`config.mk`:
```
export PLATFORM = sky130hd
export DESIGN_NAME = cpu_multicycle_flat
export DESIGN_NICKNAME = d
export VERILOG_FILES = /design/src/rtl/cpu_multicycle_pkg.sv /design/src/rtl/cpu_multicycle_if.sv /design/src/rtl/cpu_regfile.sv /design/src/rtl/cpu_multicycle.sv /design/src/flat_wrapper.sv
export SDC_FILE = /design/constraint.sdc
export NUM_CORES = 2
export LEC_CHECK = 0
export ABC_CLOCK_PERIOD_IN_PS = 28700
export BUFFER_PORTS_ARGS = -buffer_cell sky130_fd_sc_hd__buf_2
export CORE_MARGIN = 2
export CORE_UTILIZATION = 55
export CTS_CLUSTER_SIZE = 28
export DETAILED_ROUTE_END_ITERATION = 7
export GPL_TIMING_DRIVEN = 1
export HOLD_SLACK_MARGIN = 0.08
export PLACE_DENSITY = 0.74
export SLEW_MARGIN = 20
export SYNTH_ARGS = -nofsm -noshare
export SYNTH_HDL_FRONTEND = slang
export SYNTH_HIERARCHICAL = 1
export SYNTH_SLANG_ARGS = --single-unit
export TNS_END_PERCENT = 50
```
`constraint.sdc`:
```
create_clock -name clk_i -period 28.7 [get_ports clk_i]
set_input_delay 1.435 -clock clk_i [delete_from_list [all_inputs] [get_ports clk_i]]
set_output_delay 1.435 -clock clk_i [all_outputs]
set_load 0.02 [all_outputs]
```
`src/rtl/cpu_multicycle_pkg.sv`:
```
// Shared encodings for cpu_multicycle: opcodes, funct fields, FSM states and ALU operations.
// The MUL state only exists when CPU_MULTICYCLE_MUL_EN is defined.
package cpu_multicycle_pkg;

  localparam logic [6:0] OP_R = 7'b0110011;
  localparam logic [6:0] OP_I = 7'b0010011;

  localparam logic [2:0] F3_ADD_SUB = 3'b000;
  localparam logic [2:0] F3_SLL     = 3'b001;
  localparam logic [2:0] F3_XOR     = 3'b100;
  localparam logic [2:0] F3_SR      = 3'b101;
  localparam logic [2:0] F3_OR      = 3'b110;
  localparam logic [2:0] F3_AND     = 3'b111;

  localparam logic [6:0] F7_BASE   = 7'b0000000;
  localparam logic [6:0] F7_ALT    = 7'b0100000;
  localparam logic [6:0] F7_MULDIV = 7'b0000001;

  // srai carries 010000 in ir[31:26]; ir[25] is the top shamt bit at XLEN = 64
  localparam logic [5:0] F6_SRAI = 6'b010000;

  typedef enum logic [2:0] {
    S_FETCH  = 3'd0,
    S_DECODE = 3'd1,
    S_WB     = 3'd2,
    S_HALT   = 3'd3
`ifdef CPU_MULTICYCLE_MUL_EN
    ,
    S_MUL    = 3'd4
`endif
  } state_e;

  typedef enum logic [2:0] {
    ALU_ADD,
    ALU_SUB,
    ALU_SLL,
    ALU_XOR,
    ALU_OR,
    ALU_AND,
    ALU_SRA,
    ALU_MUL
  } alu_op_e;

endpackage

```
`src/rtl/cpu_multicycle_if.sv`:
```
// Instruction-fetch handshake, retire trace and status of cpu_multicycle.
// imem: the core holds imem_req_o and a stable imem_addr_o until a cycle with imem_ready_i = 1, when imem_rdata_i is taken.
interface cpu_multicycle_if #(
  parameter int XLEN = 32
);
  import cpu_multicycle_pkg::*;

  logic            imem_req_o;
  logic [XLEN-1:0] imem_addr_o;
  logic            imem_ready_i;
  logic [31:0]     imem_rdata_i;
  logic            retire_valid_o;
  logic [XLEN-1:0] retire_pc_o;
  logic [4:0]      retire_rd_o;
  logic [XLEN-1:0] retire_data_o;
  logic            halted_o;
  state_e          state;

  modport master (
    output imem_req_o, imem_addr_o, retire_valid_o, retire_pc_o, retire_rd_o,
           retire_data_o, halted_o, state,
    input  imem_ready_i, imem_rdata_i
  );

  modport slave (
    input  imem_req_o, imem_addr_o, retire_valid_o, retire_pc_o, retire_rd_o,
           retire_data_o, halted_o, state,
    output imem_ready_i, imem_rdata_i
  );

endinterface

```
`src/rtl/cpu_regfile.sv`:
```
// NUM_REGS x XLEN register file: two asynchronous read ports, one synchronous write port.
// x0 is never written and always reads as zero.
module cpu_regfile #(
  parameter int XLEN     = 32,
  parameter int NUM_REGS = 32
) (
  input  logic                        clk,
  input  logic                        rst,
  input  logic [$clog2(NUM_REGS)-1:0] raddr_a,
  output logic [XLEN-1:0]             rdata_a,
  input  logic [$clog2(NUM_REGS)-1:0] raddr_b,
  output logic [XLEN-1:0]             rdata_b,
  input  logic                        we,
  input  logic [$clog2(NUM_REGS)-1:0] waddr,
  input  logic [XLEN-1:0]             wdata
);

  logic [XLEN-1:0] regs [NUM_REGS];

  always_ff @(posedge clk or posedge rst) begin
    if (rst) begin
      for (int i = 0; i < NUM_REGS; i++) regs[i] <= '0;
    end else if (we && (waddr != '0)) begin
      regs[waddr] <= wdata;
    end
  end

  assign rdata_a = (raddr_a == '0) ? '0 : regs[raddr_a];
  assign rdata_b = (raddr_b == '0) ? '0 : regs[raddr_b];

endmodule

```
`src/rtl/cpu_multicycle.sv`:
```
// Multi-cycle RV32 integer-subset core: FETCH -> DECODE -> WB, illegal instructions park it in HALT.
// Define CPU_MULTICYCLE_MUL_EN to make mul legal, executed by an XLEN-cycle shift-add MUL state.
module cpu_multicycle
  import cpu_multicycle_pkg::*;
#(
  parameter int              XLEN     = 32,
  parameter int              NUM_REGS = 32,
  parameter logic [XLEN-1:0] RESET_PC = '0
) (
  input logic              clk_i,
  input logic              rst_i,
  cpu_multicycle_if.master bus
);

  localparam int SHW = $clog2(XLEN);
  localparam int AW  = $clog2(NUM_REGS);

  state_e          state_q, state_d;
  logic [XLEN-1:0] pc_q;
  logic [31:0]     ir_q;
  logic [XLEN-1:0] result_q;

  logic [6:0]      opcode, funct7;
  logic [2:0]      funct3;
  logic [4:0]      rd, rs1, rs2;
  logic [XLEN-1:0] rs1_val, rs2_val, imm_sext, op_a, op_b, alu_result;
  logic [SHW-1:0]  shamt;
  alu_op_e         alu_op;
  logic            legal, use_imm, uses_rs2, wb_en;

  assign opcode   = ir_q[6:0];
  assign rd       = ir_q[11:7];
  assign funct3   = ir_q[14:12];
  assign rs1      = ir_q[19:15];
  assign rs2      = ir_q[24:20];
  assign funct7   = ir_q[31:25];
  assign imm_sext = {{(XLEN-12){ir_q[31]}}, ir_q[31:20]};

  cpu_regfile #(.XLEN(XLEN), .NUM_REGS(NUM_REGS)) u_regfile (
    .clk     (clk_i),
    .rst     (rst_i),
    .raddr_a (rs1[AW-1:0]),
    .rdata_a (rs1_val),
    .raddr_b (rs2[AW-1:0]),
    .rdata_b (rs2_val),
    .we      (wb_en),
    .waddr   (rd[AW-1:0]),
    .wdata   (result_q)
  );

  // Register indices are range-checked here, so the regfile only ever sees in-range addresses.
  always_comb begin
    alu_op   = ALU_ADD;
    legal    = 1'b0;
    use_imm  = 1'b0;
    uses_rs2 = 1'b0;
    case (opcode)
      OP_R: begin
        uses_rs2 = 1'b1;
        legal    = 1'b1;
        case ({funct7, funct3})
          {F7_BASE, F3_ADD_SUB}: alu_op = ALU_ADD;
          {F7_ALT,  F3_ADD_SUB}: alu_op = ALU_SUB;
          {F7_BASE, F3_SLL}:     alu_op = ALU_SLL;
          {F7_BASE, F3_XOR}:     alu_op = ALU_XOR;
          {F7_BASE, F3_OR}:      alu_op = ALU_OR;
          {F7_BASE, F3_AND}:     alu_op = ALU_AND;
`ifdef CPU_MULTICYCLE_MUL_EN
          {F7_MULDIV, F3_ADD_SUB}: alu_op = ALU_MUL;
`endif
          default:               legal  = 1'b0;
        endcase
      end
      OP_I: begin
        use_imm = 1'b1;
        case (funct3)
          F3_ADD_SUB: legal = 1'b1;
          F3_SR: begin
            alu_op = ALU_SRA;
            legal  = (ir_q[31:26] == F6_SRAI) && ((ir_q[25:20] >> SHW) == 6'd0);
          end
          default: legal = 1'b0;
        endcase
      end
      default: legal = 1'b0;
    endcase
    if (({1'b0, rd} >= 6'(NUM_REGS)) || ({1'b0, rs1} >= 6'(NUM_REGS)) ||
        (uses_rs2 && ({1'b0, rs2} >= 6'(NUM_REGS)))) begin
      legal = 1'b0;
    end
  end

  assign op_a  = rs1_val;
  assign op_b  = use_imm ? imm_sext : rs2_val;
  assign shamt = op_b[SHW-1:0];

  // mul starts from a zero accumulator; the MUL state builds the product in result_q
  always_comb begin
    alu_result = '0;
    case (alu_op)
      ALU_ADD: alu_result = op_a + op_b;
      ALU_SUB: alu_result = op_a - op_b;
      ALU_SLL: alu_result = op_a << shamt;
      ALU_XOR: alu_result = op_a ^ op_b;
      ALU_OR:  alu_result = op_a | op_b;
      ALU_AND: alu_result = op_a & op_b;
      ALU_SRA: alu_result = $signed(op_a) >>> shamt;
      default: alu_result = '0;
    endcase
  end

`ifdef CPU_MULTICYCLE_MUL_EN
  logic [XLEN-1:0] mcand_q, mplier_q;
  logic [SHW-1:0]  mul_cnt_q;
  logic            mul_last;

  assign mul_last = (mul_cnt_q == SHW'(XLEN - 1));

  always_ff @(posedge clk_i or posedge rst_i) begin
    if (rst_i) begin
      mcand_q   <= '0;
      mplier_q  <= '0;
      mul_cnt_q <= '0;
    end else if (state_q == S_DECODE) begin
      mcand_q   <= op_a;
      mplier_q  <= op_b;
      mul_cnt_q <= '0;
    end else if (state_q == S_MUL) begin
      mcand_q   <= mcand_q << 1;
      mplier_q  <= mplier_q >> 1;
      mul_cnt_q <= mul_cnt_q + 1'b1;
    end
  end
`endif

  always_ff @(posedge clk_i or posedge rst_i) begin
    if (rst_i) state_q <= S_FETCH;
    else       state_q <= state_d;
  end

  always_comb begin
    state_d = state_q;
    case (state_q)
      S_FETCH:  if (bus.imem_ready_i) state_d = S_DECODE;
      S_DECODE: begin
        if (!legal) state_d = S_HALT;
`ifdef CPU_MULTICYCLE_MUL_EN
        else if (alu_op == ALU_MUL) state_d = S_MUL;
`endif
        else state_d = S_WB;
      end
`ifdef CPU_MULTICYCLE_MUL_EN
      S_MUL:    if (mul_last) state_d = S_WB;
`endif
      S_WB:     state_d = S_FETCH;
      S_HALT:   state_d = S_HALT;
      default:  state_d = S_FETCH;
    endcase
  end

  always_ff @(posedge clk_i or posedge rst_i) begin
    if (rst_i) begin
      pc_q     <= RESET_PC;
      ir_q     <= '0;
      result_q <= '0;
    end else begin
      if ((state_q == S_FETCH) && bus.imem_ready_i) ir_q <= bus.imem_rdata_i;
      if (state_q == S_DECODE) result_q <= alu_result;
`ifdef CPU_MULTICYCLE_MUL_EN
      if ((state_q == S_MUL) && mplier_q[0]) result_q <= result_q + mcand_q;
`endif
      if (state_q == S_WB) pc_q <= pc_q + XLEN'(4);
    end
  end

  assign wb_en = (state_q == S_WB) && (rd != 5'd0);

  // Request is masked while reset is held so it first rises on the cycle after release.
  assign bus.imem_req_o     = (state_q == S_FETCH) && !rst_i;
  assign bus.imem_addr_o    = pc_q;
  assign bus.retire_valid_o = (state_q == S_WB);
  assign bus.retire_pc_o    = (state_q == S_WB) ? pc_q : '0;
  assign bus.retire_rd_o    = (state_q == S_WB) ? rd : 5'd0;
  assign bus.retire_data_o  = (state_q == S_WB) ? result_q : '0;
  assign bus.halted_o       = (state_q == S_HALT);
  assign bus.state          = state_q;

endmodule

```
`src/flat_wrapper.sv`:
```
// flat-port wrapper written by rule: the top's interface ports become plain ports
module cpu_multicycle_flat import cpu_multicycle_pkg::*;
#(
  parameter int              XLEN     = 32,
  parameter int              NUM_REGS = 32,
  parameter logic [XLEN-1:0] RESET_PC = '0
)
  (clk_i, rst_i, bus_imem_req_o, bus_imem_addr_o, bus_retire_valid_o, bus_retire_pc_o, bus_retire_rd_o, bus_retire_data_o, bus_halted_o, bus_state, bus_imem_ready_i, bus_imem_rdata_i);
  cpu_multicycle_if #(.XLEN(XLEN)) bus_i ();
  input logic clk_i;
  input logic rst_i;
  output wire logic [$bits(bus_i.imem_req_o)-1:0] bus_imem_req_o;
  output wire logic [$bits(bus_i.imem_addr_o)-1:0] bus_imem_addr_o;
  output wire logic [$bits(bus_i.retire_valid_o)-1:0] bus_retire_valid_o;
  output wire logic [$bits(bus_i.retire_pc_o)-1:0] bus_retire_pc_o;
  output wire logic [$bits(bus_i.retire_rd_o)-1:0] bus_retire_rd_o;
  output wire logic [$bits(bus_i.retire_data_o)-1:0] bus_retire_data_o;
  output wire logic [$bits(bus_i.halted_o)-1:0] bus_halted_o;
  output wire logic [$bits(bus_i.state)-1:0] bus_state;
  input wire logic [$bits(bus_i.imem_ready_i)-1:0] bus_imem_ready_i;
  input wire logic [$bits(bus_i.imem_rdata_i)-1:0] bus_imem_rdata_i;
  assign bus_imem_req_o = bus_i.imem_req_o;
  assign bus_imem_addr_o = bus_i.imem_addr_o;
  assign bus_retire_valid_o = bus_i.retire_valid_o;
  assign bus_retire_pc_o = bus_i.retire_pc_o;
  assign bus_retire_rd_o = bus_i.retire_rd_o;
  assign bus_retire_data_o = bus_i.retire_data_o;
  assign bus_halted_o = bus_i.halted_o;
  assign bus_state = bus_i.state;
  assign bus_i.imem_ready_i = bus_imem_ready_i;
  assign bus_i.imem_rdata_i = bus_imem_rdata_i;
  cpu_multicycle #(.XLEN(XLEN), .NUM_REGS(NUM_REGS), .RESET_PC(RESET_PC)) u_core (.clk_i(clk_i), .rst_i(rst_i), .bus(bus_i));
endmodule
```
Yosys cells after proc, flatten, opt, wreduce, memory -nomap -nowiden
Index checks and enable logic that the tools add are counted.
{ "totals": {"reg_bits": 1123, "out_inout_bits": 107} }
{ "op_classes": {"addsub": 3, "magnitude_cmp": 4, "eq_ne": 19, "n_shift": 2, "muxes": 26, "bitwise_logic": 6, "n_reduce_logical": 16} }
{ "ops": {"columns": ["op", "n"], "rows": [
  ["1024-bit bitwise mux", 1],
  ["32-bit binary-select mux with 5-bit select", 2],
  ["32-bit two-way mux", 10],
  ["32-bit one-hot mux with 7 select lines", 1],
  ["32-bit demux with 5-bit select", 1],
  ["32-bit by 3-bit adder with 32-bit output, second input constant", 1],
  ["32-bit adder", 1],
  ["32-bit AND", 1],
  ["32-bit OR", 1],
  ["32-bit by 5-bit << shifter with 32-bit output", 1],
  ["32-bit by 5-bit >>> shifter with 32-bit output", 1],
  ["32-bit subtractor", 1],
  ["32-bit bitwise XOR", 1],
  ["10-bit by 3-bit equality test with 1-bit output, second input constant", 3],
  ["6-bit >= comparator, second input constant", 3],
  ["5-bit NOT with 6-bit output", 3],
  ["3-bit one-hot mux with 5 select lines", 1],
  ["3-bit by 2-bit equality test with 1-bit output, second input constant", 4],
  ["3-bit equality test, second input constant", 4],
  ["10-bit by 1-bit equality test with 1-bit output, second input constant", 1],
  ["10-bit by 9-bit equality test with 1-bit output, second input constant", 1],
  ["10-bit zero test", 1],
  ["5-bit zero test", 2],
  ["3-bit zero test", 3],
  ["17 further kinds", 27]
]} }

Logic depth before layout (Yosys ltp)
{ "depth": {"depth_word": 8, "depth_mapped": 30, "depth_no_buf": 24} }

Hierarchy
Netlist, hierarchy kept.
{ "by_module_without_submodules": {"columns": ["module", "instances", "cells_per_inst", "area_each_um2"], "rows": [
  ["cpu_regfile", 1, 3614, 54772.5],
  ["cpu_multicycle", 1, 1689, 12816.0]
]} }

Worst setup path before layout
Ideal clock, no wire load.
{ "synth_path": {"path_type": "reg2reg", "start": "register u_core.ir_q[21]", "end": "register u_core.result_q[24]", "arrival_time_ns": 5.627, "required_ns": 28.574, "slack_ns": 22.947, "path_stages_with_launch": 30, "path_buffers": 6, "period_less_slack_ns": 5.753, "cell_sequence": "dfrtp_1 -> buf_6 -> buf_6 -> mux4_2 -> mux2_2 -> o21ai_1 -> a311oi_1 -> o21ai_2 -> and2_1 -> buf_4 -> buf_4 -> buf_2 -> buf_2 -> ha_1 -> o2111ai_2 -> nor3_2 -> o21a_2 -> o21a_1 -> a21oi_1 -> xnor2_1 -> ha_1 -> nor3_1 -> or3_1 -> nor3_1 -> a211oi_1 -> o21ai_0 -> a31oi_1 -> xor2_1 -> nor2_1 -> o32a_1"} }
{ "synth_between": {"elab_chain_cells": 8, "elab_cells_between_ends": 15, "cone_classes": "add/sub (2); shift (2); mux (6); bitwise (4); reduce/logical (1)"} }
{ "synth_rtl": {"columns": ["element", "line", "text"], "rows": [
  ["start: declaration", "cpu_multicycle.sv:20", "logic [31:0] ir_q;"],
  ["start signal: assignment", "cpu_multicycle.sv:167", "if ((state_q == S_FETCH) && bus.imem_ready_i) ir_q <= bus.imem_rdata_i;"],
  ["5-bit NOT with 6-bit output (not written as such)", "cpu_regfile.sv:29", "assign rdata_b = (raddr_b == '0) ? '0 : regs[raddr_b];"],
  ["32-bit binary-select mux with 5-bit select", "cpu_regfile.sv:29", null],
  ["32-bit two-way mux (not written as such) (2 in a row)", "cpu_regfile.sv:29", null],
  ["32-bit two-way mux *", "cpu_regfile.sv:29", null],
  ["named net u_core.rs2_val[1]", "cpu_multicycle.sv:26", "logic [XLEN-1:0] rs1_val, rs2_val, imm_sext, op_a, op_b, alu_result;"],
  ["32-bit two-way mux *", "cpu_multicycle.sv:94", "assign op_b = use_imm ? imm_sext : rs2_val;"],
  ["32-bit subtractor (tied with other cells)", "cpu_multicycle.sv:102", "ALU_SUB: alu_result = op_a - op_b;"],
  ["32-bit one-hot mux with 7 select lines *", "cpu_multicycle.sv:100", "case (alu_op)"],
  ["end signal: assignment", "cpu_multicycle.sv:168", "if (state_q == S_DECODE) result_q <= alu_result;"],
  ["end: declaration", "cpu_multicycle.sv:21", "logic [XLEN-1:0] result_q;"]
]} }
Mark *: on every way through the listed nets, which the timed path passes. The rest lies on a longest branch. The select of a mux whose other input is x is not followed.
A chain may end at the register's enable or synchronous reset.

Worst setup path in the final report
{ "layout_path": {"start": "register u_core.ir_q[20]", "end": "register u_core.result_q[28]"} }
Same word-level chain as after synthesis.

==> key figures <==
Outcome
  – Status: finished clean

Logic synthesis
  – Post-Syn Area per Cell: 12.7 um2
  – Sequential-to-total area share from yosys stat: 41.5%
  – Yosys top cell area share: 41.5%
  – Synth Register Bits: 1120
  – Largest cells by area after synthesis: dfrtp_1 41%, mux2_2 18%, mux4_2 15%
  – Top_reg_cell synth: dfrtp_1
  – Synth cell types: 95
  – Post-Synthesis Cell Area: 67600 um2
  – Synth warn: 6
  – Cells after Synth: 5303
  – Post-synth top area cell: dfrtp_1
  – Post-synth EDFFs: 0
  – Ys async rst share: 100%

Timing
  – Max-slew headroom: 14.3%
  – Worst Tran Pin Value: 1.29 ns
  – Final min period: 8.14 ns
  – Clock skew: 0.0397 ns
  – Setup Viol. Count Final: 0
  – Fin Setup TNS: 0 ns
  – Fmax: 123 MHz
  – Pins over their slew limit: 0
  – Part of the cycle the worst path needs: 28.4%
  – Worst setup slack after layout: 20.56 ns
  – Final Hold Vio Count: 0
  – RSZ-0062 raised after global routing: no

Clocking
  – Skew-Pair Late Insertion Delay: 0.74 ns
  – Clk slew on worst S/H paths: 0.06 ns
  – Number of CTS-inserted buffers: 115
  – Setup bufs post-CTS: 0
  – TritonCTS clock tree: done
  – Hold_buf cts: 0
  – Sink Count: 1120
  – H-tree levels: 3
  – Post_cts resized: 0
  – Root buffer cell: clkbuf_16
  – Clock Path Buffers: 3

Layout
  – Most frequent cells in the layout: 1098 x dfrtp_1, 1056 x mux2_2, 457 x mux4_2
  – Most common cell after layout, fill and taps aside: dfrtp_1
  – Area growth, synth to finish: 8.62%
  – Layout cells sized above 1: 40.7%
  – # nets final: 5329
  – Final Core Density: 60.2%
  – Fin area: 73400 um2

Global routing
  – Vias in the first global route: 50300
  – Initial antenna violation count: 13
  – GRT Residual Overflow: 0
  – Global-route wire length before repair: 353000 um
  – Largest net degree at the start of global routing: 185
  – Total track usage: 38.4%

Setup path
  – Top delay family on crit path: buffers and inverters
  – Buf/Inv on CP: 6
  – Most Frequent Cell on Critical Path: buf_4
  – Worst path required time: 29.30 ns
  – Type of the worst setup path: reg2reg
  – Worst R2R Start: u_core/ir_q[20]$_DFFE_PP0P_
  – Worst R2R End: u_core/result_q[28]$_DFFE_PP0N_
  – Critical Path Max Stage Delay: 0.73 ns
  – Worst Reg-to-Reg Cells: 22
  – CP Capture Type: flip-flop
  – CP Launch Type: flip-flop
  – Crit Path Max Fanout: 39
  – WP data arrival: 8.75 ns
  – Crit-path slowest cell: dfrtp_4
  – Slack of the worst reg-to-reg path: 20.56 ns
  – Critical-path cell list: buf_4 > buf_4 > buf_4 > mux4_2 > nor2b_1 > a211oi_1 > a311oi_1 > buf_4 > mux2i_4 > buf_4 > inv_1 > xnor2_1 > ha_1 > a21o_1 > a21oi_1 > a311oi_1 > a211oi_1 > o21ai_0 > nand2_1 > mux2i_1 > a31oi_1 > a31o_1

Run
  – Max cap viols: 0

Floorplanning
  – # rows: 128
  – Die span in y: 355 um
  – Core area: 122000 um2
  – Die X: 355 um
  – Die Area: 126000 um2
  – Top Ports: 142
  – Initial Util: 55.5%

Placement
  – Place WS: 20.75 ns
  – I/O Buffers: 136
  – Placer congestion estimate: 1.07
  – Detail Placement HPWL: 149000 um
  – Post-DP Area: 69200 um2

Detailed routing
  – Post-route ant nets: 0
  – Routed len/inst: 35.1 um
  – DRT Wirelength: 243000 um
  – Vias/cell: 7.32
  – Drt drc: 0
  – First DRT Iteration DRCs: 7294
  – Routed vias: 50700
  – First-pass detailed-route iteration total: 6

Hold path
  – Worst Hold Path EP: u_core/u_regfile/regs[1018]$_DFFE_PP0P_
  – Hold path cells: 0
  – Hold Path Class: reg2reg
  – Hold Startpoint: u_core/u_regfile/regs[1018]$_DFFE_PP0P_
[synth_stat cells (14+ instances only)]
library cell	number
o2111ai_1	21
nor2_2	14
a311oi_1	69
buf_2	175
a31oi_1	29
mux4_2	457
o21ai_0	139
nand3_1	50
a22oi_1	72
mux2_2	1056
a211oi_1	137
o22ai_1	14
mux2_1	39
nor3_1	54
inv_1	77
a221oi_1	63
ha_1	99
or3_1	15
buf_6	39
a21oi_1	132
xnor2_1	73
mux2i_1	179
xor2_1	14
buf_4	85
nor2_1	153
nor2b_1	69
a21o_1	23
clkbuf_1	238
dfrtp_1	1120
nand2b_1	17
o211ai_1	23
nand2_1	179
o21ai_1	92
and2_1	79
[sequential cells by signal, indices dropped and copies added, names as in the netlist]
signal and cells:
u_core/bus.state 2, u_core/result_q 32, u_core/bus.imem_addr_o 30, u_core/u_regfile/regs 1024, u_core/ir_q 32
[how the worst max path moves through the flow]
stage                                           start                                   end  slack (ns)  depth (start not counted)
after global routing      u_core/ir_q[20]$_DFFE_PP0P_       u_core/result_q[28]$_DFFE_PP0N_       20.23                         22
after CTS                 u_core/ir_q[20]$_DFFE_PP0P_       u_core/result_q[28]$_DFFE_PP0N_       20.73                         22
after floorplan                                 rst_i  u_core/u_regfile/regs[0]$_DFFE_PP0P_       13.15                          1
after global placement    u_core/ir_q[20]$_DFFE_PP0P_       u_core/result_q[28]$_DFFE_PP0N_       20.72                         22
final                     u_core/ir_q[20]$_DFFE_PP0P_       u_core/result_q[28]$_DFFE_PP0N_       20.56                         22
after detailed placement  u_core/ir_q[20]$_DFFE_PP0P_       u_core/result_q[28]$_DFFE_PP0N_       20.75                         22
[layout make-up]
class,instances,area (um2)
fill,9336,48500
multi-input combinational,3557,36700
sequential,1120,28100
clock buffer,158,3300
timing repair buffer,318,2130
tap,1625,2030
clock inverter,58,855
inverter,82,319
antenna,4,10.0
[through the flow]
stage / instances / hold WS [ns]
after floorplan: 5307 / 0.441
after global placement: 6701 / 0.376
after detailed placement: 6701 / 0.384
after CTS: 6917 / 0.397
after global routing: 6918 / 0.405
final: 6922 / 0.393
[logic make-up (layout without fill, tap and decap cells)]
logic type,Yosys count,count (layout),share of synthesized area (%)
and+or+nand+nor,717,717,5.40
adders and majority gates,100,100,1.86
xor gates and xnor gates,87,87,1.13
AOI/OAI and AO/OA,917,917,9.24
DFF,1120,1120,41.5
muxes,1731,1731,36.1
buffers and inverters,630,616,4.77
other,1,9,0.00555
[worst register-to-register path: stages (launching register included)]
cell and delay (ns):
dfrtp_4 0.73, buf_4 0.64, buf_4 0.56, buf_4 0.54
mux4_2 0.61, nor2b_1 0.14, a211oi_1 0.38, a311oi_1 0.09
buf_4 0.24, mux2i_4 0.14, buf_4 0.43, inv_1 0.39
xnor2_1 0.24, ha_1 0.38, a21o_1 0.20, a21oi_1 0.11
a311oi_1 0.64, a211oi_1 0.32, o21ai_0 0.59, nand2_1 0.18
mux2i_1 0.19, a31oi_1 0.09, a31o_1 0.19
[per-layer routing]
| layer | share of wire [%] | wire length (um) | global-route usage, % |
|---|---|---|---|
| met4 | 7.3 | 17800 | 23.1 |
| met5 | 0.019 | 47 | 0 |
| met3 | 12 | 29700 | 10.9 |
| met1 | 37 | 89400 | 50.3 |
| met2 | 44 | 106000 | 57.1 |
Power is not shown: default switching activity piles up to over one toggle a cycle in this logic, so the estimate is an artifact.
